`src/rtl/sargantana_icache_pkg.sv`:
```
// rtl/sargantana_icache_pkg.sv - shared types and defaults for the icache fill path
//
// Purpose: state and source encodings for the iFill arbiter, plus the default
//          prefetch anti-starvation threshold.
// Ports:   none (package)

package sargantana_icache_pkg;

   typedef enum logic [1:0] {
      FILL_IDLE,
      FILL_REQ,
      FILL_WAIT,
      FILL_DRAIN
   } fill_state_t;

   typedef enum logic {
      FILL_SRC_DMD,
      FILL_SRC_PF
   } fill_src_t;

   localparam logic [3:0] PF_STARVE_DEF = 4'd15;

endpackage

```
`src/rtl/sargantana_icache_fill_arbiter_if.sv`:
```
// rtl/sargantana_icache_fill_arbiter_if.sv - request, iFill and response bundle of the fill arbiter
//
// Purpose: groups the demand/prefetch request channels, the upper-level iFill
//          port, the cache response and status signals. Suffixes _i/_o are seen
//          from the arbiter side.
// Modports:
//   slave  - the arbiter (consumes requests and iFill responses)
//   master - the environment (requesters, upper memory level, cache)

interface sargantana_icache_fill_arbiter_if #(
   parameter int PADDR_SIZE       = 40,
   parameter int ICACHE_MEM_BLOCK = 256
);

   logic                        flush_i;
   logic                        dmd_req_valid_i;
   logic [PADDR_SIZE-1:0]       dmd_req_paddr_i;
   logic                        dmd_req_ready_o;
   logic                        dmd_kill_i;
   logic                        pf_req_valid_i;
   logic [PADDR_SIZE-1:0]       pf_req_paddr_i;
   logic                        pf_req_ready_o;
   logic                        ifill_req_valid_o;
   logic [PADDR_SIZE-1:0]       ifill_req_paddr_o;
   logic                        ifill_resp_ack_i;
   logic                        ifill_resp_valid_i;
   logic [ICACHE_MEM_BLOCK-1:0] ifill_resp_data_i;
   logic                        resp_valid_o;
   logic                        resp_src_o;
   logic [PADDR_SIZE-1:0]       resp_paddr_o;
   logic [ICACHE_MEM_BLOCK-1:0] resp_data_o;
   logic                        busy_o;
   logic                        fill_wait_pmu_o;

   modport slave (
      input  flush_i, dmd_req_valid_i, dmd_req_paddr_i, dmd_kill_i,
      input  pf_req_valid_i, pf_req_paddr_i,
      input  ifill_resp_ack_i, ifill_resp_valid_i, ifill_resp_data_i,
      output dmd_req_ready_o, pf_req_ready_o,
      output ifill_req_valid_o, ifill_req_paddr_o,
      output resp_valid_o, resp_src_o, resp_paddr_o, resp_data_o,
      output busy_o, fill_wait_pmu_o
   );

   modport master (
      output flush_i, dmd_req_valid_i, dmd_req_paddr_i, dmd_kill_i,
      output pf_req_valid_i, pf_req_paddr_i,
      output ifill_resp_ack_i, ifill_resp_valid_i, ifill_resp_data_i,
      input  dmd_req_ready_o, pf_req_ready_o,
      input  ifill_req_valid_o, ifill_req_paddr_o,
      input  resp_valid_o, resp_src_o, resp_paddr_o, resp_data_o,
      input  busy_o, fill_wait_pmu_o
   );

endinterface

```
`src/rtl/sargantana_icache_fill_arbiter.sv`:
```
// rtl/sargantana_icache_fill_arbiter.sv - single-outstanding iFill arbiter between demand and prefetch
//
// Purpose: grants the iFill port to demand misses (priority) or the next-line
//          prefetcher (guaranteed a grant after PF_STARVE lost arbitrations),
//          tracks the one outstanding fill, drains killed fills and promotes an
//          in-flight prefetch to demand on a same-line miss.
// Ports:
//   clk_i  - clock
//   rst_i  - synchronous active-high reset
//   bus    - request/iFill/response bundle (slave modport)

module sargantana_icache_fill_arbiter
   import sargantana_icache_pkg::*;
#(
   parameter int         PADDR_SIZE       = 40,
   parameter int         ICACHE_MEM_BLOCK = 256,
   parameter int         LINE_OFF_BITS    = 5,
   parameter logic [3:0] PF_STARVE        = PF_STARVE_DEF
) (
   input logic                             clk_i,
   input logic                             rst_i,
   sargantana_icache_fill_arbiter_if.slave bus
);

   localparam logic [PADDR_SIZE-1:0] LINE_MASK =
      {{(PADDR_SIZE-LINE_OFF_BITS){1'b1}}, {LINE_OFF_BITS{1'b0}}};

   fill_state_t                 r_state;
   fill_state_t                 w_state_nxt;
   fill_src_t                   r_src;
   logic [PADDR_SIZE-1:0]       r_paddr;
   logic [3:0]                  r_starve_cnt;
   logic                        r_resp_valid;
   fill_src_t                   r_resp_src;
   logic [PADDR_SIZE-1:0]       r_resp_paddr;
   logic [ICACHE_MEM_BLOCK-1:0] r_resp_data;

   logic w_fill_live;
   logic w_kill;
   logic w_line_hit;
   logic w_promote;
   logic w_can_grant;
   logic w_pf_starved;
   logic w_grant_dmd;
   logic w_grant_pf;
   logic w_resp_beat;
   logic w_deliver;

   assign w_fill_live  = (r_state == FILL_REQ) || (r_state == FILL_WAIT);
   // dmd_kill_i only cancels demand fills; prefetches die on flush alone
   assign w_kill       = w_fill_live &&
                         (bus.flush_i || (bus.dmd_kill_i && (r_src == FILL_SRC_DMD)));
   assign w_line_hit   = bus.dmd_req_paddr_i[PADDR_SIZE-1:LINE_OFF_BITS] ==
                         r_paddr[PADDR_SIZE-1:LINE_OFF_BITS];
   assign w_promote    = !rst_i && w_fill_live && (r_src == FILL_SRC_PF) &&
                         bus.dmd_req_valid_i && w_line_hit &&
                         !bus.flush_i && !bus.dmd_kill_i;
   // the cycle a response is presented to the cache is never a grant cycle
   assign w_can_grant  = !rst_i && (r_state == FILL_IDLE) && !bus.flush_i &&
                         !bus.dmd_kill_i && !r_resp_valid;
   assign w_pf_starved = bus.pf_req_valid_i && (r_starve_cnt == PF_STARVE);
   assign w_grant_dmd  = w_can_grant && bus.dmd_req_valid_i && !w_pf_starved;
   assign w_grant_pf   = w_can_grant && bus.pf_req_valid_i && !w_grant_dmd;
   // a response beat belongs to the live fill once the request was acked
   assign w_resp_beat  = bus.ifill_resp_valid_i &&
                         (((r_state == FILL_REQ) && bus.ifill_resp_ack_i) ||
                          (r_state == FILL_WAIT));
   assign w_deliver    = w_resp_beat && !w_kill;

   // state register
   always_ff @(posedge clk_i) begin
      if (rst_i) r_state <= FILL_IDLE;
      else       r_state <= w_state_nxt;
   end

   // next state
   always_comb begin
      w_state_nxt = r_state;
      case (r_state)
         FILL_IDLE: begin
            if (w_grant_dmd || w_grant_pf) w_state_nxt = FILL_REQ;
         end
         FILL_REQ: begin
            if (bus.ifill_resp_ack_i) begin
               if (bus.ifill_resp_valid_i) w_state_nxt = FILL_IDLE;
               else if (w_kill)            w_state_nxt = FILL_DRAIN;
               else                        w_state_nxt = FILL_WAIT;
            end else if (w_kill) begin
               w_state_nxt = FILL_IDLE;
            end
         end
         FILL_WAIT: begin
            if (bus.ifill_resp_valid_i) w_state_nxt = FILL_IDLE;
            else if (w_kill)            w_state_nxt = FILL_DRAIN;
         end
         FILL_DRAIN: begin
            if (bus.ifill_resp_valid_i) w_state_nxt = FILL_IDLE;
         end
         default: w_state_nxt = FILL_IDLE;
      endcase
   end

   // FSM outputs
   always_comb begin
      bus.ifill_req_valid_o = 1'b0;
      bus.busy_o            = 1'b0;
      bus.fill_wait_pmu_o   = 1'b0;
      bus.dmd_req_ready_o   = 1'b0;
      bus.pf_req_ready_o    = 1'b0;
      if (!rst_i) begin
         bus.ifill_req_valid_o = (r_state == FILL_REQ);
         bus.busy_o            = (r_state != FILL_IDLE);
         bus.fill_wait_pmu_o   = w_fill_live && (r_src == FILL_SRC_DMD);
         bus.dmd_req_ready_o   = w_grant_dmd || w_promote;
         bus.pf_req_ready_o    = w_grant_pf;
      end
   end

   // fill tracking, starvation counter and registered response
   always_ff @(posedge clk_i) begin
      if (rst_i) begin
         r_src        <= FILL_SRC_DMD;
         r_paddr      <= '0;
         r_starve_cnt <= '0;
         r_resp_valid <= 1'b0;
         r_resp_src   <= FILL_SRC_DMD;
         r_resp_paddr <= '0;
         r_resp_data  <= '0;
      end else begin
         if (w_grant_dmd) begin
            r_paddr <= bus.dmd_req_paddr_i & LINE_MASK;
            r_src   <= FILL_SRC_DMD;
         end else if (w_grant_pf) begin
            r_paddr <= bus.pf_req_paddr_i & LINE_MASK;
            r_src   <= FILL_SRC_PF;
         end else if (w_promote) begin
            r_src   <= FILL_SRC_DMD;
         end

         // counts arbitrations a pending prefetch lost to demand
         if (w_grant_pf)
            r_starve_cnt <= '0;
         else if (w_grant_dmd && bus.pf_req_valid_i && (r_starve_cnt != 4'hF))
            r_starve_cnt <= r_starve_cnt + 4'd1;

         r_resp_valid <= w_deliver;
         if (w_deliver) begin
            r_resp_src   <= w_promote ? FILL_SRC_DMD : r_src;
            r_resp_paddr <= r_paddr;
            r_resp_data  <= bus.ifill_resp_data_i;
         end
      end
   end

   assign bus.ifill_req_paddr_o = r_paddr;
   assign bus.resp_valid_o      = r_resp_valid;
   assign bus.resp_src_o        = (r_resp_src == FILL_SRC_PF);
   assign bus.resp_paddr_o      = r_resp_paddr;
   assign bus.resp_data_o       = r_resp_data;

endmodule

```
`src/flat_wrapper.sv`:
```
// flat-port wrapper written by rule: the top's interface ports become plain ports
module sargantana_icache_fill_arbiter_flat import sargantana_icache_pkg::*;
#(
   parameter int         PADDR_SIZE       = 40,
   parameter int         ICACHE_MEM_BLOCK = 256,
   parameter int         LINE_OFF_BITS    = 5,
   parameter logic [3:0] PF_STARVE        = PF_STARVE_DEF
)
  (clk_i, rst_i, bus_flush_i, bus_dmd_req_valid_i, bus_dmd_req_paddr_i, bus_dmd_kill_i, bus_pf_req_valid_i, bus_pf_req_paddr_i, bus_ifill_resp_ack_i, bus_ifill_resp_valid_i, bus_ifill_resp_data_i, bus_dmd_req_ready_o, bus_pf_req_ready_o, bus_ifill_req_valid_o, bus_ifill_req_paddr_o, bus_resp_valid_o, bus_resp_src_o, bus_resp_paddr_o, bus_resp_data_o, bus_busy_o, bus_fill_wait_pmu_o);
  sargantana_icache_fill_arbiter_if #(.PADDR_SIZE(PADDR_SIZE), .ICACHE_MEM_BLOCK(ICACHE_MEM_BLOCK)) bus_i ();
  input logic clk_i;
  input logic rst_i;
  input wire logic [$bits(bus_i.flush_i)-1:0] bus_flush_i;
  input wire logic [$bits(bus_i.dmd_req_valid_i)-1:0] bus_dmd_req_valid_i;
  input wire logic [$bits(bus_i.dmd_req_paddr_i)-1:0] bus_dmd_req_paddr_i;
  input wire logic [$bits(bus_i.dmd_kill_i)-1:0] bus_dmd_kill_i;
  input wire logic [$bits(bus_i.pf_req_valid_i)-1:0] bus_pf_req_valid_i;
  input wire logic [$bits(bus_i.pf_req_paddr_i)-1:0] bus_pf_req_paddr_i;
  input wire logic [$bits(bus_i.ifill_resp_ack_i)-1:0] bus_ifill_resp_ack_i;
  input wire logic [$bits(bus_i.ifill_resp_valid_i)-1:0] bus_ifill_resp_valid_i;
  input wire logic [$bits(bus_i.ifill_resp_data_i)-1:0] bus_ifill_resp_data_i;
  output wire logic [$bits(bus_i.dmd_req_ready_o)-1:0] bus_dmd_req_ready_o;
  output wire logic [$bits(bus_i.pf_req_ready_o)-1:0] bus_pf_req_ready_o;
  output wire logic [$bits(bus_i.ifill_req_valid_o)-1:0] bus_ifill_req_valid_o;
  output wire logic [$bits(bus_i.ifill_req_paddr_o)-1:0] bus_ifill_req_paddr_o;
  output wire logic [$bits(bus_i.resp_valid_o)-1:0] bus_resp_valid_o;
  output wire logic [$bits(bus_i.resp_src_o)-1:0] bus_resp_src_o;
  output wire logic [$bits(bus_i.resp_paddr_o)-1:0] bus_resp_paddr_o;
  output wire logic [$bits(bus_i.resp_data_o)-1:0] bus_resp_data_o;
  output wire logic [$bits(bus_i.busy_o)-1:0] bus_busy_o;
  output wire logic [$bits(bus_i.fill_wait_pmu_o)-1:0] bus_fill_wait_pmu_o;
  assign bus_i.flush_i = bus_flush_i;
  assign bus_i.dmd_req_valid_i = bus_dmd_req_valid_i;
  assign bus_i.dmd_req_paddr_i = bus_dmd_req_paddr_i;
  assign bus_i.dmd_kill_i = bus_dmd_kill_i;
  assign bus_i.pf_req_valid_i = bus_pf_req_valid_i;
  assign bus_i.pf_req_paddr_i = bus_pf_req_paddr_i;
  assign bus_i.ifill_resp_ack_i = bus_ifill_resp_ack_i;
  assign bus_i.ifill_resp_valid_i = bus_ifill_resp_valid_i;
  assign bus_i.ifill_resp_data_i = bus_ifill_resp_data_i;
  assign bus_dmd_req_ready_o = bus_i.dmd_req_ready_o;
  assign bus_pf_req_ready_o = bus_i.pf_req_ready_o;
  assign bus_ifill_req_valid_o = bus_i.ifill_req_valid_o;
  assign bus_ifill_req_paddr_o = bus_i.ifill_req_paddr_o;
  assign bus_resp_valid_o = bus_i.resp_valid_o;
  assign bus_resp_src_o = bus_i.resp_src_o;
  assign bus_resp_paddr_o = bus_i.resp_paddr_o;
  assign bus_resp_data_o = bus_i.resp_data_o;
  assign bus_busy_o = bus_i.busy_o;
  assign bus_fill_wait_pmu_o = bus_i.fill_wait_pmu_o;
  sargantana_icache_fill_arbiter #(.PADDR_SIZE(PADDR_SIZE), .ICACHE_MEM_BLOCK(ICACHE_MEM_BLOCK), .LINE_OFF_BITS(LINE_OFF_BITS), .PF_STARVE(PF_STARVE)) u_core (.clk_i(clk_i), .rst_i(rst_i), .bus(bus_i));
endmodule
```
`config.mk`:
```
export PLATFORM = sky130hd
export DESIGN_NAME = sargantana_icache_fill_arbiter_flat
export DESIGN_NICKNAME = d
export VERILOG_FILES = /design/src/rtl/sargantana_icache_pkg.sv /design/src/rtl/sargantana_icache_fill_arbiter_if.sv /design/src/rtl/sargantana_icache_fill_arbiter.sv /design/src/flat_wrapper.sv
export SDC_FILE = /design/constraint.sdc
export NUM_CORES = 1
export LEC_CHECK = 0
export CORE_AREA = 2 2 264 266
export CTS_CLUSTER_DIAMETER = 60
export CTS_CLUSTER_SIZE = 12
export DETAILED_ROUTE_END_ITERATION = 8
export DIE_AREA = 0 0 266 268
export PLACE_DENSITY = 0.48
export SLEW_MARGIN = 10
export SYNTH_ARGS = -nofsm -noshare
export SYNTH_HDL_FRONTEND = slang
export SYNTH_SLANG_ARGS = --single-unit
```
`constraint.sdc`:
```
create_clock -name clk_i -period 2 [get_ports clk_i]
set_input_delay 0.3 -clock clk_i [delete_from_list [all_inputs] [get_ports clk_i]]
set_output_delay 0.3 -clock clk_i [all_outputs]
set_load 0.01 [all_outputs]
```
* Word level (Yosys, flattened, before mapping) *
Cells that the tools add are included.

word-level totals
  bits in latches = 0
  memories = 0
  bits in registers = 335
  ROM bits = 0
  bits in writable memories = 0
  output and inout port bits = 343

operators by class
  multiplexer cells = 18
  order comparisons = 0
  bitwise operators = 1
  $add $sub $neg = 1
  reduce and logical (&&, ||, !) cells = 41
  equal/unequal tests = 10
  multiply operators = 0
  shift operators = 0
  divide/modulo/power cells = 0

operators by type and width
  cell                                                                   number
  40-bit two-way mux                                                     2
  35-bit equality test                                                   1
  1-bit logical AND                                                      23
  2-bit two-way mux                                                      7
  1-bit two-way mux                                                      8
  2-bit one-hot mux with 4 select lines                                  1
  1-bit zero test                                                        7
  3-bit by 2-bit != test with 1-bit output, second input constant        2
  1-bit logical OR                                                       5
  4-bit by 1-bit adder with 4-bit output, second input constant          1
  2-bit equality test, second input constant                             2
  4-bit equality test, second input constant                             1
  2-bit != test, second input constant                                   2
  4-bit != test, second input constant                                   1
  4-bit AND reduction                                                    1
  2-bit nonzero test                                                     2
  2-bit OR reduction                                                     2
  2-bit by 1-bit equality test with 1-bit output, second input constant  1
  2-bit zero test                                                        1
  1-bit inverter                                                         1

* Depth between registers and ports, before layout *
  depth in word-level cells = 12
  gate-level depth with buffers = 10
  mapped depth without buffers = 7

* Worst setup path before layout *
OpenSTA, ideal clock, no wires.

  path type = register to output
  start = reg u_core.r_state[0]
  end = out bus_dmd_req_ready_o
  arrival = 1.624 ns
  cell stages (with the launch flop) = 8
  required time = 1.700 ns
  slack = 0.076 ns
  cell sequence = dfxtp_1 > inv_1 > ha_1 > nand2b_1 > a2111oi_2 > nand3_1 > nor3_1 > a21o_1

between the ends
  cells in the longest elaborated chain, start to end = 10

ends and longest elaborated chain
  what                                                                                   RTL line                               RTL
  start, declared                                                                        sargantana_icache_fill_arbiter.sv:28   fill_state_t r_state;
  start signal, assigned                                                                 sargantana_icache_fill_arbiter.sv:73   else r_state <= w_state_nxt;
  2-bit by 1-bit equality test with 1-bit output or 2-bit equality test (tied branches)  sargantana_icache_fill_arbiter.sv:49   assign w_fill_live = (r_state == FILL_REQ) || (r_state == FILL_WAIT);
  1-bit logical OR                                                                       sargantana_icache_fill_arbiter.sv:49
  1-bit logical AND (3 in series)                                                        sargantana_icache_fill_arbiter.sv:55   assign w_promote = !rst_i && w_fill_live && (r_src == FILL_SRC_PF) &&
  1-bit logical AND (2 in series)                                                        sargantana_icache_fill_arbiter.sv:56   bus.dmd_req_valid_i && w_line_hit &&
  1-bit logical AND                                                                      sargantana_icache_fill_arbiter.sv:57   !bus.flush_i && !bus.dmd_kill_i;
  1-bit logical OR *                                                                     sargantana_icache_fill_arbiter.sv:114  bus.dmd_req_ready_o = w_grant_dmd || w_promote;
  1-bit two-way mux *                                                                    sargantana_icache_fill_arbiter.sv:110  if (!rst_i) begin
  end, declared                                                                          flat_wrapper.sv:22                     output wire logic [$bits(bus_i.dmd_req_ready_o)-1:0] bus_dmd_req_ready_o;

Mark *: on every way between the ends. The rest lies on a longest branch, timed or not.

* Worst setup path in the final report *
Same ends and word-level chain as after synthesis.

==> metrics.sh <==
LAYOUT.CELLS.MOST_COMMON_LIST='sky130_fd_sc_hd__clkdlybuf4s50_1 (660), sky130_fd_sc_hd__nand2_1 (592), sky130_fd_sc_hd__dfxtp_1 (330)'
CORE_AREA_UM2=68200
GRT_ANTENNA_BEFORE_REPAIR=4
CLOCK_NET_SINK_COUNT=335
FINAL-SETUP-VIOL-COUNT=2
ENDPOINT_KIND='output pin'
CRITPATHKIND='register to output pin'
FINAL-HOLD-VIOLATION-COUNT=0
POST-PLACE-WS_NS=-1.13
WORST_IR_DROP_VDD_mV=0.474
POST_SYNTH_XOR_AREA_FRACTION_PCT=2.19
DRT-PASS1-ITER-COUNT=5
FAILED_CHECKS='negative setup slack'
CLOCK_INSERTION_DELAY_WORST_SKEW_NS=0.55
SYNTHMUXAREASHARE_PCT=0.157
AVGROUTEDWIREPERCELL_UM=17.2
SYNTH_FA_HA_AREA_SHARE_PCT=0.588
GLOBAL_ROUTE.OVERFLOW_TOTAL=0
WORSTMARGINPINSLEW_NS=1.04
PORT_BUFFERS=666
ROUTED-VIA-COUNT=13700
SYNTHTOLAYOUTAREAGROWTH_PCT=80.9
CLOCKBUFFERDEPTH=3
DRT.ANTENNA.VIOLATING_NETS=0
UNREPAIRED_SETUP_ENDPOINTS_AFTER_GLOBAL_ROUTING='true'
HP_CLASS='primary input to register'
SYNTH-COMPOUND-AREA-SHARE_PCT=16.7
CRITICAL_PATH_ARRIVAL_NS=2.21
PATH_CELLS='inv_2 > ha_4 > nand2b_4 > a2111oi_4 > nand3_1 > nor3_2 > a21o_1 > buf_6'
FP.DIEW_UM=266
POST_DETAILED_ROUTING_WIRE_LENGTH_UM=56200
POWER_DENSITY_nW_PER_UM2=851
START_KIND='register'
LEAKAGEPOWER_nW=8.13
WORST_EP_REQUIRED_TIME_NS=1.70
DIE-AREA_UM2=71300
PLACE_CONGESTION=0.795
START_UTIL_PCT=18.7
SEQUENTIALPOWERSHARE_PCT=37.6
HTREE_NUM_LEVELS=2
POWER.SHARE.SWITCHING_PCT=27.9
NUM_IO_PINS=687
FINISH.INSTANCE_AREA_UM2=23100
LAYOUT.CELLS.MOST_COMMON='sky130_fd_sc_hd__clkdlybuf4s50_1'
CORE.ROWCOUNT=96
RUN_STATUS='finished with violations'
POWER.CLOCK.FRACTION_PCT=38.6
VIAS_IN_THE_FIRST_GLOBAL_ROUTE=13522
TOTAL_POWER_mW=19.7
CRITPATHMAXSTAGEDELAY_NS=0.34
WORST_CLOCK_SKEW_NS=0.0201
CP_MAX_FO=2
CTS_BUFFERS=41
SYNTHDISTINCTLIBCELLS=41
GLOBAL_ROUTE_WIRE_LENGTH_BEFORE_REPAIR_UM=80200
FIN_NETS=2707
CLOCK-ROOT-BUFFER='sky130_fd_sc_hd__clkbuf_16'
CLKTRANSATPATHREGS_NS=0.06
TOTAL_NET_SWITCHING_POWER_mW=5.48
HIGHEST_CLOCK_RATE_GHz=0.398
CELL_AREA_SYNTH_UM2=12800
SEQ_TOTAL_AREA_YOSYS_PCT=52.5
SYNTH_TOP_FAMILY_BY_AREA='simple AND/OR/NAND/NOR gates'
FINALCOREUTILIZATION_PCT=33.9
FLOORPLAN.DIE.HEIGHT_UM=268
DRIVE_ABOVE_1_SHARE_PCT=10.8
HOLD_DEPTH=3
FINALWORSTPATHREQUIREDPERIOD_NS=2.51
SYN_AVG_CELL_AREA_UM2=7.91
YOSYS.AREA_SHARE.SIMPLE_PCT=22.3
CPMAXSTAGEDELAYCELL='sky130_fd_sc_hd__dfxtp_2'
SYNTH_WARNINGS=0
REMAINING_DRC_ERRORS=0
FINAL_CRITICAL_PATH_SETUP_SLACK_NS=-0.514
R2R.WORST_PATH.CELLS=9
CTS_TREE='built'
SYNTHCELLS=1615
CELLINTERNALPOWER_mW=14.2
CAP_VIOLATIONS=0
HOLDWS_NS=0.295
SLEW_VIOL_FINAL=0
GRTUSAGETOTAL_PCT=14.3
YS_FF_LATCH=335
TIMING.FINAL.CRIT_SHARE_PCT=126
DETAILEDPLACEMENTHPWL_UM=40400
POST_DP_CELL_AREA_UM2=21200
COMBPWRFRAC_PCT=23.9
ITER_0_DRT_VIOLATIONS=660
DRT-VIAS-PER-INSTANCE=4.19
RELSLEWSLACK_PCT=30.8
GRT_START_MAX_NET_PINS=137
## repair_timing
action	4_1_cts	5_1_grt
pin swaps	7	7
hold buffers	0	0
gates cloned	0	10
resized for setup	35	31
buffers inserted	0	9
endpoints found under the setup margin	6	171
## layout make-up
cell class	instances	area, µm²
multi-input cells	1150	5570
clock buffers	51	1170
inverters	8	30.0
diodes	4	10.0
fillers	7028	45100
clock inverters	15	190
well taps	882	1100
flip-flops and latches	335	6710
repair buffers	821	8320
## cell usage after synthesis (all sizes together)
cell       n  area [µm²]
a32oi      1        8.76
o21ai     74         374
and2b      1        7.51
conb       1        3.75
nor2       6        22.5
inv        8        30.0
clkbuf    74         278
xor2      32         280
buf       57         403
nand4      6        37.5
nand3b    37         282
o31ai      2        15.0
mux2i      2        20.0
nor4      16         100
a221oi     1        8.76
nor3       4        20.0
nor2b      8        50.1
nor4bb     1        10.0
a21o       1        7.51
a2111oi    3        32.5
nand2    593        2230
o21a       1        8.76
ha         6        75.1
or4        1        7.51
o221a      1        11.3
nor4b      1        23.8
and2       1        6.26
nand2b     2        12.5
nand3      4        25.0
or3        1        6.26
a21oi    332        1660
dfxtp    335        6710
and3       2        12.5
## metrics by stage
stage	TNS [ns]	cells
finish	-0.590	3266
global route	-0.843	3264
CTS	-0.619	3243
detailed placement	-79.42	3177
global placement	-83.54	3177
floorplan	0	1624
## power by group through the flow
stage	clock network [mW]	logic, mW	registers, mW
floorplan	0	1.49	7.74
global placement	0	4.39	7.50
detailed placement	0	4.40	7.52
CTS	7.89	4.44	7.39
global route	8.13	5.08	7.44
finish	7.58	4.69	7.39
## registers in the layout, indices dropped and copies added, names as in the netlist
name                          cells
u_core.bus.resp_valid_o           1
u_core.bus.ifill_req_paddr_o     35
u_core.bus.resp_data_o          256
u_core.r_starve_cnt               4
u_core.bus.resp_src_o             1
u_core.bus.resp_paddr_o          35
u_core.r_state                    2
u_core.r_src                      1
## critical path: cells and delay by family (launching register included)
kind | cells | cell delay (ns)
buffers and inverters | 2 | 0.16
AO/OA/AOI/OAI | 2 | 0.43
adder cells (fa/ha/maj) | 1 | 0.27
flip-flops | 1 | 0.34
AND/OR/NAND/NOR | 3 | 0.45
## layer usage
metal,GRT usage (%),vias up,wire length [µm]
met4,5.04,0,1540
met3,4.30,79,4080
met5,0,-,0
met1,16.5,6360,22700
li1,-,6785,-
met2,25.2,476,27900
## worst paths after layout
check | endpoint | slack, ns | startpoint
max | bus_dmd_req_ready_o | -0.51 | u_core.r_state[0]$_SDFFE_PP0P_
min | u_core.bus.resp_data_o[119]$_SDFFE_PP0P_ | 0.30 | bus_ifill_resp_data_i[119]
max reg2reg | u_core.r_starve_cnt[3]$_SDFFE_PP0P_ | 0.05 | u_core.r_state[1]$_SDFFE_PP0P_
min reg2reg | u_core.bus.resp_data_o[16]$_SDFFE_PP0P_ | 0.45 | u_core.bus.resp_data_o[16]$_SDFFE_PP0P_
## cell families (layout without fill, tap and decap cells)
logic type | Yosys count | in the layout
other | 1 | 14
AO/OA/AOI/OAI | 416 | 416
AND/OR/NAND/NOR | 684 | 684
adder cells (fa/ha/maj) | 6 | 6
multiplexers | 2 | 2
XOR/XNOR | 32 | 32
buffers and inverters | 139 | 895
flip-flops | 335 | 335
No activity file was read; power rests on OpenSTA's default activity.
